## src/rtl/wb_led_seq_pkg.sv

```systemverilog
// Shared types and constants for the Wishbone LED pattern sequencer.
package wb_led_seq_pkg;

  typedef enum logic [1:0] {
    ST_IDLE  = 2'd0,
    ST_RUN   = 2'd1,
    ST_PAUSE = 2'd2,
    ST_DONE  = 2'd3
  } seq_state_t;

  localparam logic [5:0] OFF_CTRL     = 6'h00;
  localparam logic [5:0] OFF_STATUS   = 6'h04;
  localparam logic [5:0] OFF_PERIOD   = 6'h08;
  localparam logic [5:0] OFF_LAST     = 6'h0C;
  localparam logic [5:0] OFF_OEB      = 6'h10;
  localparam logic [5:0] OFF_PAT_BASE = 6'h20;

  localparam logic [23:0] PERIOD_RST = 24'd1000;
  localparam logic [2:0]  LAST_RST   = 3'd7;
  localparam logic [7:0]  OEB_RST    = 8'hFF;

endpackage

```

## src/rtl/wb_led_sequencer_btn_debounce.sv

```systemverilog
// One-bit button conditioner: 2-FF synchroniser, stability counter,
// accepted level and a one-cycle pulse on each accepted rising edge.
module btn_debounce #(
  parameter int DEBOUNCE_CYCLES = 16
) (
  input  logic clk,
  input  logic reset_n,
  input  logic btn_raw,
  output logic level,
  output logic press
);

  localparam int CW = $clog2(DEBOUNCE_CYCLES);
  localparam logic [CW-1:0] CNT_MAX = CW'(DEBOUNCE_CYCLES - 1);

  logic [1:0]    sync_q, sync_d;
  logic [CW-1:0] cnt_q, cnt_d;
  logic          level_q, level_d;
  logic          press_q, press_d;

  always_comb begin
    sync_d  = {sync_q[0], btn_raw};
    level_d = level_q;
    press_d = 1'b0;
    cnt_d   = '0;
    // Any sample that agrees with the accepted level restarts the count.
    if (sync_q[1] != level_q) begin
      if (cnt_q == CNT_MAX) begin
        level_d = sync_q[1];
        press_d = sync_q[1];
      end else begin
        cnt_d = cnt_q + 1'b1;
      end
    end
  end

  always_ff @(posedge clk or negedge reset_n) begin
    if (!reset_n) begin
      sync_q  <= '0;
      cnt_q   <= '0;
      level_q <= 1'b0;
      press_q <= 1'b0;
    end else begin
      sync_q  <= sync_d;
      cnt_q   <= cnt_d;
      level_q <= level_d;
      press_q <= press_d;
    end
  end

  assign level = level_q;
  assign press = press_q;

endmodule

```

## src/rtl/wb_led_sequencer.sv

```systemverilog
// Wishbone-programmable LED pattern sequencer: register file, slave port,
// run/pause/step FSM with step timer, and three debounced control buttons.
module wb_led_sequencer
  import wb_led_seq_pkg::*;
#(
  parameter logic [31:0] BASE_ADDR       = 32'h3000_0000,
  parameter int          DEBOUNCE_CYCLES = 16
) (
  input  logic        clk,
  input  logic        reset_n,
  input  logic        i_wb_cyc,
  input  logic        i_wb_stb,
  input  logic        i_wb_we,
  input  logic [31:0] i_wb_addr,
  input  logic [31:0] i_wb_data,
  output logic        o_wb_ack,
  output logic [31:0] o_wb_data,
  input  logic [2:0]  buttons,
  output logic [7:0]  leds,
  output logic [7:0]  led_enb
);

  logic [2:0] btn_level, btn_press;

  genvar gi;
  generate
    for (gi = 0; gi < 3; gi++) begin : g_btn
      btn_debounce #(.DEBOUNCE_CYCLES(DEBOUNCE_CYCLES)) u_btn (
        .clk     (clk),
        .reset_n (reset_n),
        .btn_raw (buttons[gi]),
        .level   (btn_level[gi]),
        .press   (btn_press[gi])
      );
    end
  endgenerate

  logic        ack_q, ack_d;
  logic [31:0] rdata_q, rdata_d, rd_mux;
  logic        loop_q, loop_d;
  logic [23:0] period_q, period_d;
  logic [2:0]  last_q, last_d;
  logic [7:0]  oeb_q, oeb_d;
  logic [7:0]  pattern_q [8];
  logic [7:0]  pattern_d [8];
  seq_state_t  state_q, state_d, adv_state;
  logic [2:0]  index_q, index_d, adv_index;
  logic [23:0] timer_q, timer_d, period_m1;
  logic [7:0]  leds_q, leds_d;

  logic [5:0] off;
  logic       wb_acc, wr_en, rd_en, wr_ctrl, clr_ev, pat_sel, tc;
  logic       unused_data;

  assign off         = i_wb_addr[5:0];
  assign wb_acc      = i_wb_cyc & i_wb_stb & ~ack_q & (i_wb_addr[31:6] == BASE_ADDR[31:6]);
  assign wr_en       = wb_acc & i_wb_we;
  assign rd_en       = wb_acc & ~i_wb_we;
  assign wr_ctrl     = wr_en & (off == OFF_CTRL);
  assign clr_ev      = wr_ctrl & i_wb_data[2];
  assign pat_sel     = off[5] & (off[1:0] == 2'b00);
  assign unused_data = &{1'b0, i_wb_data[31:24]};

  always_comb begin
    rd_mux = 32'd0;
    case (off)
      OFF_CTRL:   rd_mux = {29'd0, 1'b0, loop_q, state_q == ST_RUN};
      OFF_STATUS: rd_mux = {24'd0, btn_level, index_q, state_q};
      OFF_PERIOD: rd_mux = {8'd0, period_q};
      OFF_LAST:   rd_mux = {29'd0, last_q};
      OFF_OEB:    rd_mux = {24'd0, oeb_q};
      default:    if (pat_sel) rd_mux = {24'd0, pattern_q[off[4:2]]};
    endcase
    ack_d   = wb_acc;
    rdata_d = rd_en ? rd_mux : 32'd0;
  end

  always_comb begin
    loop_d    = loop_q;
    period_d  = period_q;
    last_d    = last_q;
    oeb_d     = oeb_q;
    pattern_d = pattern_q;
    if (wr_en) begin
      case (off)
        OFF_CTRL:   loop_d   = i_wb_data[1];
        OFF_PERIOD: period_d = i_wb_data[23:0];
        OFF_LAST:   last_d   = i_wb_data[2:0];
        OFF_OEB:    oeb_d    = i_wb_data[7:0];
        default:    if (pat_sel) pattern_d[off[4:2]] = i_wb_data[7:0];
      endcase
    end
  end

  always_comb begin
    adv_index = index_q;
    adv_state = state_q;
    if (index_q < last_q) begin
      adv_index = index_q + 3'd1;
    end else if (loop_q) begin
      adv_index = 3'd0;
    end else begin
      adv_state = ST_DONE;
    end
    period_m1 = (period_q == 24'd0) ? 24'd0 : period_q - 24'd1;
    tc        = timer_q >= period_m1;
  end

  always_comb begin
    state_d = state_q;
    index_d = index_q;
    timer_d = timer_q;
    if (clr_ev || btn_press[2]) begin
      state_d = ST_IDLE;
      index_d = 3'd0;
      timer_d = 24'd0;
    end else if (wr_ctrl && i_wb_data[0] && state_q != ST_RUN) begin
      state_d = ST_RUN;
      if (state_q != ST_PAUSE) begin
        index_d = 3'd0;
        timer_d = 24'd0;
      end
    end else if (wr_ctrl && !i_wb_data[0] && state_q == ST_RUN) begin
      state_d = ST_PAUSE;
    end else if (!wr_ctrl && btn_press[0]) begin
      case (state_q)
        ST_RUN:   state_d = ST_PAUSE;
        ST_PAUSE: state_d = ST_RUN;
        default: begin
          state_d = ST_RUN;
          index_d = 3'd0;
          timer_d = 24'd0;
        end
      endcase
    end else if (!wr_ctrl && btn_press[1] && state_q == ST_PAUSE) begin
      state_d = adv_state;
      index_d = adv_index;
    end else if (state_q == ST_RUN) begin
      // A CTRL write that leaves RUN unchanged does not stall the step timer.
      if (tc) begin
        timer_d = 24'd0;
        state_d = adv_state;
        index_d = adv_index;
      end else begin
        timer_d = timer_q + 24'd1;
      end
    end
    leds_d = (state_d == ST_IDLE) ? 8'h00 : pattern_q[index_d];
  end

  always_ff @(posedge clk or negedge reset_n) begin
    if (!reset_n) begin
      ack_q     <= 1'b0;
      rdata_q   <= 32'd0;
      loop_q    <= 1'b0;
      period_q  <= PERIOD_RST;
      last_q    <= LAST_RST;
      oeb_q     <= OEB_RST;
      pattern_q <= '{default: 8'h00};
      state_q   <= ST_IDLE;
      index_q   <= 3'd0;
      timer_q   <= 24'd0;
      leds_q    <= 8'h00;
    end else begin
      ack_q     <= ack_d;
      rdata_q   <= rdata_d;
      loop_q    <= loop_d;
      period_q  <= period_d;
      last_q    <= last_d;
      oeb_q     <= oeb_d;
      pattern_q <= pattern_d;
      state_q   <= state_d;
      index_q   <= index_d;
      timer_q   <= timer_d;
      leds_q    <= leds_d;
    end
  end

  assign o_wb_ack  = ack_q;
  assign o_wb_data = rdata_q;
  assign leds      = leds_q;
  assign led_enb   = oeb_q;

endmodule
```

## config.mk

```make
export PLATFORM = sky130hd
export DESIGN_NAME = wb_led_sequencer
export DESIGN_NICKNAME = d
export VERILOG_FILES = /design/src/rtl/wb_led_seq_pkg.sv /design/src/rtl/wb_led_sequencer_btn_debounce.sv /design/src/rtl/wb_led_sequencer.sv
export SDC_FILE = /design/constraint.sdc
export NUM_CORES = 1
export LEC_CHECK = 0
export BUFFER_PORTS_ARGS = -buffer_cell sky130_fd_sc_hd__buf_2
export CAP_MARGIN = 10
export CORE_ASPECT_RATIO = 0.75
export CORE_MARGIN = 2
export CORE_UTILIZATION = 55
export CTS_CLUSTER_SIZE = 10
export DETAILED_ROUTE_END_ITERATION = 8
export GPL_ROUTABILITY_DRIVEN = 0
export GPL_TIMING_DRIVEN = 0
export PLACE_DENSITY = 0.76
export REMOVE_ABC_BUFFERS = 1
export SETUP_SLACK_MARGIN = 0.4
export SLEW_MARGIN = 25
export SYNTH_ARGS = -nofsm -noshare
export SYNTH_HDL_FRONTEND = slang
export SYNTH_SLANG_ARGS = --single-unit
```

## constraint.sdc

```tcl
create_clock -name clk -period 8.87 [get_ports clk]
set_input_delay 1.774 -clock clk [delete_from_list [all_inputs] [get_ports clk]]
set_output_delay 1.774 -clock clk [all_outputs]
set_load 0.02 [all_outputs]
```

==> Word level (Yosys, flattened, before mapping) <==
Index checks and enable logic that the tools add are counted.
{ "op_classes": {"bitwise_logic": 13, "eq_ne": 19, "reduce_logical": 27, "order_cmp": 5, "mux": 56, "addsub": 6} }
{ "op_table": {"columns": ["op", "n"], "rows": [
  ["24-bit two-way mux", 10],
  ["24-bit case mux with 5 select lines", 1],
  ["64-bit bitwise mux", 1],
  ["8-bit two-way mux", 7],
  ["8-bit binary-select mux with 3-bit select", 2],
  ["3-bit two-way mux", 11],
  ["32-bit two-way mux", 1],
  ["26-bit by 24-bit equality test with 1-bit output, second input constant", 1],
  ["24-bit by 1-bit adder with 24-bit output, second input constant", 1],
  ["8-bit demux with 3-bit select", 1],
  ["24-bit >= comparator", 1],
  ["24-bit logical NOT", 1],
  ["4-bit two-way mux", 6],
  ["24-bit by 1-bit subtractor with 24-bit output, second input constant", 1],
  ["2-bit two-way mux", 10],
  ["2-bit AND reduction", 7],
  ["4-bit by 1-bit adder with 4-bit output, second input constant", 3],
  ["4-bit equality test, second input constant", 3],
  ["6-bit by 4-bit equality test with 1-bit output, second input constant", 2],
  ["1-bit bitwise AND", 8],
  ["4-bit >= comparator, second input constant", 2],
  ["1-bit logical AND", 8],
  ["4-bit != test, second input constant", 2],
  ["3-bit inverter with 4-bit output", 2],
  ["other kinds (23)", 34]
]} }
{ "word_totals": {"inputBits": 72, "output_inout_bits": 49, "elab_cells": 156, "register_bits": 194} }

==> Longest topological paths before layout <==
{ "logic_depth": {"word_depth": 18, "depth_mapped": 21, "depth_no_buf": 19} }

==> Modules after synthesis <==
From an unflattened synthesis, not the netlist that was laid out.
{ "hier_totals": {"hier_cells": 903, "hier_area_um2": 10059.6} }
{ "modules_own_cells": {"columns": ["mod", "area_each_um2", "seq_area_each_um2", "instances", "cells_per_inst"], "rows": [
  ["wb_led_sequencer", 9121.2, 4075.2, 1, 837],
  ["btn_debounce", 312.8, 200.2, 3, 22]
]} }

==> Least setup slack after synthesis <==
No wires, ideal clock.
{ "synth_path": {"kind": "register to register", "from": "register period_q[9]", "to": "register leds_q[6], in the netlist leds[6]", "n_path_buf": 1, "path_stages_with_launch": 19, "synth_period_minus_slack_ns": 4.702, "t_required_ns": 8.783, "t_arrival_ns": 4.615, "path_slack_ns": 4.168, "setup_ns": 0.087, "cell_sequence": "dfstp_2 -> or4_1 -> nor4_1 -> nor2b_1 -> nand2_1 -> or3_1 -> nor4_1 -> xor2_1 -> nand2_1 -> ha_1 -> nand4_1 -> o221a_2 -> o211ai_1 -> o211ai_1 -> a221o_1 -> a211oi_2 -> buf_4 -> o211ai_1 -> o2111ai_2"} }
{ "synth_via": {"elab_chain_cells": 15, "word_cells_on_any_way": 24, "cone_classes": "1 x add/sub; 1 x order compare; 19 x mux; 1 x bitwise; 2 x reduce/logical"} }
{ "synth_lines": {"columns": ["item", "line_no", "source"], "rows": [
  ["start: declaration", "wb_led_sequencer.sv:41", "logic [23:0] period_q, period_d;"],
  ["start signal: assignment", "wb_led_sequencer.sv:168", "period_q <= period_d;"],
  ["24-bit by 1-bit subtractor with 24-bit output or 24-bit logical NOT (tied branches)", "wb_led_sequencer.sv:105", "period_m1 = (period_q == 24'd0) ? 24'd0 : period_q - 24'd1;"],
  ["24-bit two-way mux (*)", "wb_led_sequencer.sv:105", null],
  ["24-bit >= comparator (*)", "wb_led_sequencer.sv:106", "tc = timer_q >= period_m1;"],
  ["3-bit two-way mux", "wb_led_sequencer.sv:140", "if (tc) begin"],
  ["3-bit two-way mux", "wb_led_sequencer.sv:138", "end else if (state_q == ST_RUN) begin"],
  ["3-bit two-way mux", "wb_led_sequencer.sv:135", "end else if (!wr_ctrl && btn_press[1] && state_q == ST_PAUSE) begin"],
  ["3-bit two-way mux", "wb_led_sequencer.sv:125", "end else if (!wr_ctrl && btn_press[0]) begin"],
  ["3-bit two-way mux", "wb_led_sequencer.sv:123", "end else if (wr_ctrl && !i_wb_data[0] && state_q == ST_RUN) begin"],
  ["3-bit two-way mux", "wb_led_sequencer.sv:117", "end else if (wr_ctrl && i_wb_data[0] && state_q != ST_RUN) begin"],
  ["3-bit two-way mux", "wb_led_sequencer.sv:113", "if (clr_ev || btn_press[2]) begin"],
  ["3-bit inverter with 4-bit output (implied by the code)", "wb_led_sequencer.sv:148", "leds_d = (state_d == ST_IDLE) ? 8'h00 : pattern_q[index_d];"],
  ["8-bit binary-select mux with 3-bit select", "wb_led_sequencer.sv:148", null],
  ["8-bit two-way mux (implied by the code) (2 in a row)", "wb_led_sequencer.sv:148", null],
  ["8-bit two-way mux (*)", "wb_led_sequencer.sv:148", null],
  ["named net leds_d[6]", "wb_led_sequencer.sv:49", "logic [7:0] leds_q, leds_d;"],
  ["end signal: assignment", "wb_led_sequencer.sv:175", "leds_q <= leds_d;"],
  ["end: declaration", "wb_led_sequencer.sv:49", null]
]} }
Mark *: on every way through the listed nets, which the timed path passes. The rest lies on a longest branch. The select of a mux whose other input is x is not followed.
A chain may end at the register's enable or synchronous reset.

==> Worst setup path in the final report <==
{ "layout_path": {"from": "register period_q[19]", "to": "register leds_q[7], in the netlist leds[7]"} }
The elaborated chain is that of the path after synthesis.

==> results_dict.tcl <==
set metrics [dict create \
    status "finished, final reports clean" \
    grt_pass1_wl_mm 43.7 \
    first_global_vias 8244 \
    yosysUniqueCellTypes 74 \
    nets 1197 \
    synth-seq-cells 186 \
    placement_rows 43 \
    synth_top_cells_by_count "169 x dfrtp_1, 124 x nand2_1, 106 x mux2_2" \
    p_int_w 0.00134 \
    clockRootBuffer "clkbuf_16" \
    synth_enable_flop_cells 0 \
    diodes 0 \
    htreeDepth 4 \
    drt_wl_total_mm 27.2 \
    syn_inst 1011 \
    via_count 8499 \
    min_period_ns 6.72 \
    seqPwrFrac_pct 48.6 \
    start_util_pct 56.7 \
    cts_tree "yes" \
    hp-class "flop to flop" \
    chipWidth_um 164 \
    num_io_pins 121 \
    crit_type "flop to flop" \
    crit_arrival_ns 7.00 \
    syn_area_per_cell_um2 10.5 \
    fin_skew_ns 0.0145 \
    p_clk_share_pct 47.3 \
    via_per_inst 6.30 \
    yosysSeqAreaShare_pct 44.0 \
    synth-simple-area-share_pct 17.9 \
    yosys.area.top_type "dfrtp_1" \
    slew_headroom_pct 27.7 \
    finalSetupViolations 0 \
    cts_setup_buffers 0 \
    crit_fanout 24 \
    floorplan.core_area_um2 18700 \
    cts_made_buffers 17 \
    synth_area_leaders "dfrtp_1 40%, mux2_2 11%, nand2_1 4.4%, dfstp_2 4.2%, ha_1 4.1%" \
    synth_area_um2 10600 \
    synth_flop_cell "dfrtp_1" \
    cts_sinks 186 \
    insertion_delay_ns 0.44 \
    yosys_warnings 0 \
    dp_hpwl_mm 18.8 \
    yosysTopAreaCellShare_pct 39.8 \
    fp.dieH_um 124 \
    async_reset_ff_share_pct 100 \
    startpoint_type "flop" \
    rsz0062_at_grt "no" \
    synthAdderAreaFrac_pct 4.12 \
    switchingPower_w 0.000425 \
    layout-drive-gt1-share_pct 28.5 \
    final_cells 1350 \
    synth_compound_area_share_pct 11.2 \
    synth_xor_area_share_pct 3.38 \
    max_freq_mhz 149 \
    synth_top_family_by_area "simple AND/OR/NAND/NOR gates" \
    required_ns 9.15 \
    fin_crit_sh_pct 75.8 \
    maxSlewViolCount 0 \
    p_leak_nw 5.70 \
    switching_share_pct 24.1 \
    ant_nets 0 \
    grt-ovfl-total 0 \
    crit_path_end_kind "flop" \
    grt_antenna_before_repair 0 \
    synth.most_common_cell "dfrtp_1" \
    max-vdd-ir-drop_mv 0.101 \
    post_cts_resized 0 \
    routedWlPerCell_um 20.1 \
    tightest_slew_ns 1.08 \
    die_area_um2 20400 \
    clockBufferDepth 2 \
    fin_ws_ns 2.15 \
    grt_max_degree 95 \
    setup_tns_ns 0 \
    route.detailed.drc 0 \
    drv_cap 0 \
    hold_buffers 0 \
    power.total_w 0.00176 \
    dr.pass1.iters 7 \
    finalHoldViolCount 0 \
    first_iter_violations 826 \
    powerDensity_nw_per_um2 147 \
    syn_to_final_growth_pct 13.2 \
    numPortBuffers 104 \
    pre_cts_ws_ns 2.33 \
    path_clk_slew_ns 0.07 \
    synthMuxAreaShare_pct 15.9 \
    place_inst 1318 \
    power_frac_comb_pct 4.0 \
    grt_usage_pct 27.4 \
]
[cells by family (layout without fill, tap and decap cells)]
logic type      Yosys count  count (layout)
compound gates          168             168
mux                     133             133
buf+inv                  77             162
other cells               1               8
simple gates            370             370
flops                   186             186
xor+xnor                 41              41
fa+ha+maj                35              35
[cell type report]
class,instances,area (um^2)
fill,1467,6700
multi-input combinational,755,5670
clock inverter,15,221
timing repair buffer,113,641
tap,247,309
clock buffer,17,425
inverter,17,76.3
sequential,186,4680
[worst paths after layout]
check                                              start                  endpoint  slack, ns  depth (start not counted)
worst min register to register  g_btn[1].u_btn.sync_q[0]  g_btn[1].u_btn.sync_q[1]       0.35                          0
min in group asynchronous                        reset_n             pattern_q[43]       1.33                          1
max in group asynchronous                        reset_n                led_enb[0]       6.60                          2
worst min-delay path            g_btn[1].u_btn.sync_q[0]  g_btn[1].u_btn.sync_q[1]       0.35                          0
worst max register to register              period_q[19]                   leds[7]       2.15                         18
worst max-delay path                        period_q[19]                   leds[7]       2.15                         18
[metal layers]
layer	share of wire, %	track usage [%]	routed length, um
met3	10	7.79	2830
met4	1.7	7.77	470
met5	0	2.53	0
met1	45	41.1	12100
met2	43	38.5	11700
[power by group through the flow]
stage	Combinational [W]	Sequential [W]	Clock, W
floorplan	0.0000199	0.000873	0
global placement	0.0000674	0.000873	0
detailed placement	0.0000713	0.000874	0
CTS	0.0000718	0.000857	0.000846
global route	0.0000788	0.000858	0.000878
finish	0.0000709	0.000857	0.000835
[worst max-delay path: stages, from the launching register on]
cell       delay, ns
dfrtp_1         0.45
or4_1           0.58
or3_1           0.34
nor4_1          0.28
nand4_1         0.77
and2_1          0.48
ha_1            0.28
nand2b_1        0.14
a2111oi_0       0.42
nor3_1          0.12
o31a_1          0.40
o21a_1          0.20
o211ai_1        0.63
buf_2           0.37
buf_2           0.28
buf_2           0.27
o211ai_1        0.15
o211ai_1        0.20
o2111ai_1       0.19
[state kept, by name, indices dropped and copies added, names as in the netlist]
signal,count
last_q,3
state_q,2
o_wb_ack,1
led_enb,8
g_btn.u_btn.level,3
g_btn.u_btn.press,3
period_q,24
leds,8
index_q,3
loop_q,1
timer_q,24
pattern_q,64
o_wb_data,24
g_btn.u_btn.cnt_q,12
g_btn.u_btn.sync_q,6
[metrics by stage]
stage,hold slack [ns],utilization (%),instance area (um^2)
4_1_cts,0.353,64.2,12000
2_1_floorplan,0.331,-,10400
3_3_place_gp,0.334,59.7,11200
6_report,0.350,64.2,12000
5_1_grt,0.360,64.2,12000
3_5_place_dp,0.335,60.7,11400
[layout by cell type, fill, tap and decap left out, types with 5 or more instances in the layout]
| master | n |
|---|---|
| inv_8 | 5 |
| nor2_1 | 49 |
| inv_1 | 16 |
| a21oi_1 | 30 |
| o2111ai_1 | 7 |
| clkbuf_16 | 17 |
| mux2i_1 | 9 |
| buf_2 | 107 |
| nand4_1 | 15 |
| and4_1 | 7 |
| nand3_1 | 43 |
| nor2b_1 | 13 |
| mux4_2 | 18 |
| ha_1 | 35 |
| dfrtp_1 | 169 |
| and3_1 | 29 |
| a222oi_1 | 6 |
| or3_1 | 5 |
| conb_1 | 8 |
| nor3b_1 | 7 |
| and2_1 | 18 |
| nand2_1 | 124 |
| xor2_1 | 27 |
| o21ai_0 | 27 |
| nor3_1 | 12 |
| nor4_1 | 12 |
| mux2_2 | 106 |
| dfstp_2 | 17 |
| xnor2_1 | 14 |
| o211ai_1 | 53 |
| nand2b_1 | 11 |
| a31oi_1 | 5 |
No activity file was read; power rests on OpenSTA's default activity.
